## config.mk

```make
export PLATFORM = sky130hd
export DESIGN_NAME = fwd_scoreboard
export DESIGN_NICKNAME = d
export VERILOG_FILES = /design/src/rtl/fwd_pkg.sv /design/src/rtl/fwd_match.sv /design/src/rtl/fwd_scoreboard.sv
export SDC_FILE = /design/constraint.sdc
export NUM_CORES = 1
export LEC_CHECK = 0
export ABC_AREA = 0
export ABC_CLOCK_PERIOD_IN_PS = 1900
export CAP_MARGIN = 20
export CORE_AREA = 5 5 61 69
export DETAILED_ROUTE_END_ITERATION = 12
export DIE_AREA = 0 0 66 74
export PLACE_DENSITY = 0.72
export REMOVE_ABC_BUFFERS = 1
export SETUP_SLACK_MARGIN = 0.1
export SYNTH_ARGS = -nofsm -noshare
export SYNTH_HDL_FRONTEND = slang
export SYNTH_SLANG_ARGS = --single-unit
```

## constraint.sdc

```tcl
create_clock -name clk -period 1.9 [get_ports clk]
set_input_delay 0.285 -clock clk [delete_from_list [all_inputs] [get_ports clk]]
set_output_delay 0.285 -clock clk [all_outputs]
set_load 0.01 [all_outputs]
```

## src/rtl/fwd_pkg.sv

```systemverilog
// ---------------------------------------------------------------------------
// fwd_pkg
// Shared types and constants for the forwarding / hazard scoreboard.
//   sb_entry_t : one scoreboard slot {valid, wr, rd, res_stage}.
//   STG_EX     : scoreboard index of the EX stage.
//   STG_MEM    : scoreboard index of the MEM stage.
//   FWD_RF     : forward select meaning "use the register file".
// The rd and res_stage fields are sized for the largest configuration in use.
// Narrower register IDs and stage indices are zero-extended into them.
// ---------------------------------------------------------------------------
package fwd_pkg;

    localparam int SB_RD_W  = 8;   // holds register IDs for up to 256 registers
    localparam int SB_STG_W = 4;   // holds stage indices for up to 16 stages

    typedef struct packed {
        logic                valid;
        logic                wr;
        logic [SB_RD_W-1:0]  rd;
        logic [SB_STG_W-1:0] res_stage;
    } sb_entry_t;

    localparam int STG_EX  = 0;
    localparam int STG_MEM = 1;
    localparam int FWD_RF  = 0;

endpackage

```

## src/rtl/fwd_match.sv

```systemverilog
// ---------------------------------------------------------------------------
// fwd_match
// Youngest-producer search for one source operand.
// Only the entries that can still forward are passed in, which is every
// stage except WB. WB is covered by the register-file write bypass.
// Ports:
//   cand   in   scoreboard entries 0..STAGES-2 (index 0 = youngest)
//   src    in   source register ID
//   used   in   operand is actually read
//   hit    out  a qualifying producer exists
//   stall  out  the youngest producer's result is not ready yet
//   sel    out  forward select (stage the producer occupies next cycle)
// ---------------------------------------------------------------------------
module fwd_match
    import fwd_pkg::*;
#(
    parameter int STAGES = 3,
    parameter int REG_W  = 4,
    parameter int SEL_W  = 2
) (
    input  sb_entry_t        cand [STAGES-1],
    input  logic [REG_W-1:0] src,
    input  logic             used,
    output logic             hit,
    output logic             stall,
    output logic [SEL_W-1:0] sel
);

    // Scan from the oldest candidate down to the youngest, so the youngest
    // matching producer is the last one assigned.
    always_comb begin
        hit   = 1'b0;
        stall = 1'b0;
        sel   = SEL_W'(FWD_RF);
        if (used && (src != '0)) begin
            for (int k = STAGES - 2; k >= 0; k--) begin
                if (cand[k].valid && cand[k].wr && (cand[k].rd == SB_RD_W'(src))) begin
                    hit = 1'b1;
                    // The producer sits in stage k+1 when the consumer reaches EX.
                    // Its result exists only once that stage is past res_stage.
                    if ((k + 1) > int'(cand[k].res_stage)) begin
                        stall = 1'b0;
                        sel   = SEL_W'(k + 1);
                    end else begin
                        stall = 1'b1;
                        sel   = SEL_W'(FWD_RF);
                    end
                end
            end
        end
    end

endmodule

```

## src/rtl/fwd_scoreboard.sv

```systemverilog
// ---------------------------------------------------------------------------
// fwd_scoreboard
// Forwarding and hazard unit with an internal shift scoreboard of in-flight
// register writers. It resolves forward selects and late-result stalls for
// the instruction in ID. Selects are registered so they arrive with the
// instruction in EX.
// Ports:
//   clk, rst      clock, asynchronous active-high reset
//   id_valid      ID holds a real instruction
//   id_wr         ID instruction writes a register
//   id_rd         ID destination register
//   id_res_stage  stage at whose end the result exists (0 ALU, 1 load)
//   id_src        packed source register IDs, operand i in slice i
//   id_src_used   per-operand read flags
//   freeze        global pipeline hold
//   flush         kill instructions in ID and EX
//   hazard_stall  combinational stall request (hold IF/ID, EX bubble)
//   ex_valid      EX holds a real instruction
//   ex_fwd_sel    registered per-operand forward select
// ---------------------------------------------------------------------------
module fwd_scoreboard
    import fwd_pkg::*;
#(
    parameter int NUM_REGS = 16,
    parameter int NUM_SRC  = 2,
    parameter int STAGES   = 3,
    parameter int REG_W    = $clog2(NUM_REGS),
    parameter int SEL_W    = $clog2(STAGES)
) (
    input  logic                     clk,
    input  logic                     rst,
    input  logic                     id_valid,
    input  logic                     id_wr,
    input  logic [REG_W-1:0]         id_rd,
    input  logic [SEL_W-1:0]         id_res_stage,
    input  logic [NUM_SRC*REG_W-1:0] id_src,
    input  logic [NUM_SRC-1:0]       id_src_used,
    input  logic                     freeze,
    input  logic                     flush,
    output logic                     hazard_stall,
    output logic                     ex_valid,
    output logic [NUM_SRC*SEL_W-1:0] ex_fwd_sel
);

    sb_entry_t                  sb_p [STAGES];
    sb_entry_t                  cand [STAGES-1];
    logic [NUM_SRC*SEL_W-1:0]   sel_p0;

    logic [NUM_SRC-1:0]         op_hit;
    logic [NUM_SRC-1:0]         op_stall;
    logic [SEL_W-1:0]           op_sel [NUM_SRC];
    logic [NUM_SRC*SEL_W-1:0]   sel_vec;
    sb_entry_t                  id_entry;
    logic                       issue;

    // WB is not a forwarding candidate, so only entries 0..STAGES-2 are searched.
    always_comb begin
        for (int k = 0; k < STAGES - 1; k++) begin
            cand[k] = sb_p[k];
        end
    end

    for (genvar i = 0; i < NUM_SRC; i++) begin : g_match
        fwd_match #(
            .STAGES (STAGES),
            .REG_W  (REG_W),
            .SEL_W  (SEL_W)
        ) u_match (
            .cand  (cand),
            .src   (id_src[i*REG_W +: REG_W]),
            .used  (id_src_used[i]),
            .hit   (op_hit[i]),
            .stall (op_stall[i]),
            .sel   (op_sel[i])
        );
    end

    assign hazard_stall = id_valid & ~flush & (|op_stall);
    assign issue        = id_valid & ~hazard_stall & ~flush;

    always_comb begin
        sel_vec = '0;
        for (int i = 0; i < NUM_SRC; i++) begin
            sel_vec[i*SEL_W +: SEL_W] = op_hit[i] ? op_sel[i] : SEL_W'(FWD_RF);
        end
    end

    always_comb begin
        id_entry           = '0;
        id_entry.valid     = 1'b1;
        id_entry.wr        = id_wr;
        id_entry.rd        = SB_RD_W'(id_rd);
        id_entry.res_stage = SB_STG_W'(id_res_stage);
    end

    // ID -> EX boundary: scoreboard shift and registered selects
    always_ff @(posedge clk or posedge rst) begin
        if (rst) begin
            for (int k = 0; k < STAGES; k++) begin
                sb_p[k] <= '0;
            end
            sel_p0 <= '0;
        end else if (!freeze) begin
            for (int k = STAGES - 1; k >= 1; k--) begin
                sb_p[k] <= sb_p[k-1];
            end
            // The instruction in EX is killed, so it must not reach MEM.
            if (flush) begin
                sb_p[STG_MEM] <= '0;
            end
            sb_p[STG_EX] <= issue ? id_entry : '0;
            sel_p0       <= issue ? sel_vec : '0;
        end else if (flush) begin
            // Frozen flush kills only EX; older stages keep their contents.
            sb_p[STG_EX] <= '0;
            sel_p0       <= '0;
        end
    end

    assign ex_valid   = sb_p[STG_EX].valid;
    assign ex_fwd_sel = sel_p0;

endmodule

```

==> metrics.md <==
| Metric | Value |
|---|---|
| Vias in the first global route | around 1400 |
| Fraction of synthesis flops using an asynchronous set or reset pin | 100% |
| Worst-Margin Slew | 0.491 ns |
| Critical Path AT | 2.07 ns |
| Post-route insts no fill | roughly 260 |
| Met3 wire len | 242 um |
| Worst EP required | between 1.5 and 2 ns |
| Routed len/inst | 14.5 um |
| Core Region | 3480 um^2 |
| Aggregate global routing overflow | 0 |
| Final net count | 230 |
| DRC Markers | 0 |
| Part of the cycle the worst path needs | 124% |
| Seq/Total Area, Yosys | between 50% and 60% |
| LEAKAGE | 0.00101 uW |
| ANT cells | 0 |
| Critical Path End Type | output pin |
| Total wire length | around 3800 um |
| Crit-path max FO | 3 |
| Shortest period the worst path allows | 2.36 ns |
| Synthesized area per cell | 10.1 um^2 |
| Failing checks | negative setup slack |
| Power density over cell area | between 600 and 700 nW/um^2 |
| First-pass GRT wire length | around 6300 um |
| Worst R2R Setup Slack | -0.40 ns |
| GRT Overall Usage | 17.3% |
| Clock transition at the registers of the reported paths | 0.06 ns |
| Root Buffer | clkbuf_8 |
| RSZ-0062 raised after global routing | true |
| Setup crit start kind | input pin |
| DP HPWL | ~2700 um |
| Via count | 1305 |
| Worst skew pair latency | between 0.2 and 0.3 ns |
| Met2 wire length | 1870 um |
| Ports | 28 |
| Dpl ws | -0.789 ns |
| Pre-Repair DR Iteration Count | 4 |
| Final number of hold-violating endpoints | 0 |
| RR Endpoint | ex_fwd_sel[1]$_DFFE_PP0P_ |
| Relative slew slack | 67.2% |
| Die H | between 70 and 80 um |
| Synth Flop Type | dfrtp_1 |
| Worst r2r path cells | 8 |
| Yosys reg bits | 31 |
| Synthesized instance count | between 100 and 150 |
| Worst vdd ir | 0.504 mV |
| Max-cap violations | 0 |
| Final GP Congestion | 0.814 |
| Max-slew violation count | 0 |
| Final setup viols | 13 |
| Commonest non-fill, non-tap cells in the layout | dfrtp_1 (31), buf_4 (31), clkdlybuf4s50_1 (24), nand2_1 (19), o21ai_0 (14) |
| Share of layout cells above drive strength 1 | 22.5% |
| Hold crit path type | in2async |
| CTS Hold Bufs | 0 |
| Netlist Area Pre-Place | between 1500 and 2000 um^2 |
| Uppermost layer routed | met4 |
| Setup CP Type | in2out |
| Syn-to-layout area delta | 46.6% |
| Worst r2r src | cand[23]$_DFF_PP0_ |
| Die width | approximately 66 um |
| DR iter-0 viols | 61 |
| Clock buffer count from CTS | 5 |
| Fmax | 424 MHz |
| CTS Sinks | 31 |
| CTS Buffer Depth | 2 |
| PortBufs | 27 |
| YS warnings | 0 |
| Die area | 4880 um^2 |
| Critical Path Source | id_src[2] |
| H-tree depth | 2 |
| Via density | ~5.0 |
| Number of enable flip-flop cells after synthesis | 0 |
| Final Skew | 0.00542 ns |
| Row count | 23 |
| Largest net degree at the start of global routing | 32 |
| Final ANT Viol Nets | 0 |
| Worst setup path end | hazard_stall |
| Initial antenna violation count | 0 |
| DRT met1 WL | about 1500 um |
| Cell variety after synth | 31 |
| Dpl cells | between 200 and 250 |
| Final core occ | between 60 and 70% |
| Starting Density | 43.3% |
| Outcome | complete, but fails checks |
| CTS tree | yes |
| Setup slack after layout | -0.459 ns |
| Hold Slack | 0.382 ns |
cell type report:
| class | instances | area, um^2 |
|---|---|---|
| Multi-Input combinational cell | 110 | 738 |
| Sequential cell | 31 | 776 |
| Timing Repair Buffer | 59 | 514 |
| Fill cell | 275 | 1270 |
| Tap cell | 50 | 62.6 |
| Clock buffer | 6 | 82.6 |
| Inverter | 1 | 3.75 |
| Clock inverter | 2 | 35.0 |
kinds of logic after synthesis:
group / share of synthesized area, %
buf+inv: 2.49
flops: 51.4
simple gates: 22.9
compound gates: 13.9
xor+xnor: 9.29
critical path, cell delays in order:
cell and delay [ns]:
clkdlybuf4s50_1 0.55, xnor2_1 0.14, nand2_1 0.12, or4_1 0.48, o32a_1 0.21, a21oi_2 0.14
buf_2 0.14
flip-flops by register name, summed over array words and instances, names as in the netlist:
register	cells
ex_fwd_sel	4
cand	26
ex_valid	1
metal layers:
layer / track usage [%] / vias to the layer above
met5: 0 / -
met4: 7.90 / 0
met3: 5.14 / 8
met2: 29.1 / 36
met1: 20.4 / 622
li1: - / 639
metrics by stage:
stage,total power [uW],setup TNS (ns),instance area (um^2)
finish,1530,-4.22,2210
global route,1600,-5.72,2210
CTS,1550,-4.25,2170
detailed placement,874,-6.83,2030
global placement,868,-5.65,2030
floorplan,757,-1.29,1480
synth_stat cells (2+ instances only):
cell type / n / area share [%]
and3_1: 2 / 0.83
nand4_1: 2 / 0.83
a22o_1: 8 / 4.6
or4_1: 2 / 0.99
nand2b_1: 13 / 5.4
xnor2_1: 10 / 5.8
nor4_1: 3 / 1.2
clkbuf_1: 6 / 1.5
and2_1: 7 / 2.9
nor2_1: 3 / 0.75
nor3_1: 2 / 0.66
o21ai_0: 16 / 5.3
nand2_1: 19 / 4.7
dfrtp_1: 31 / 51
xor2_1: 6 / 3.5
nand3_1: 4 / 1.3
where the power goes:
part           leakage [uW]  internal (uW)  switching [uW]  total (uW)
registers          0.000429            672            10.6         682
clock network     0.0000612            424             240         664
logic              0.000516            102            86.1         188
worst min-delay path by stage:
| stage | depth (start not counted) | endpoint | slack [ns] |
|---|---|---|---|
| after floorplan | 1 | ex_valid$_DFF_PP0_ | 0.38 |
| after global placement | 2 | cand[1]$_DFFE_PP0N_ | 0.46 |
| after detailed placement | 2 | cand[2]$_DFFE_PP0N_ | 0.47 |
| after CTS | 3 | cand[26]$_DFF_PP0_ | 0.39 |
| after global routing | 3 | cand[18]$_DFF_PP0_ | 0.44 |
| final | 3 | cand[18]$_DFF_PP0_ | 0.38 |
what timing repair did:
| item | in CTS | in global routing |
|---|---|---|
| setup endpoints to repair | 13 | 13 |
| setup buffers | 1 | 0 |
| hold endpoints to repair | 0 | 0 |
| pin swaps | 4 | 3 |
| resized for setup | 8 | 8 |
Note: power is estimated with default switching activity, not from simulation.
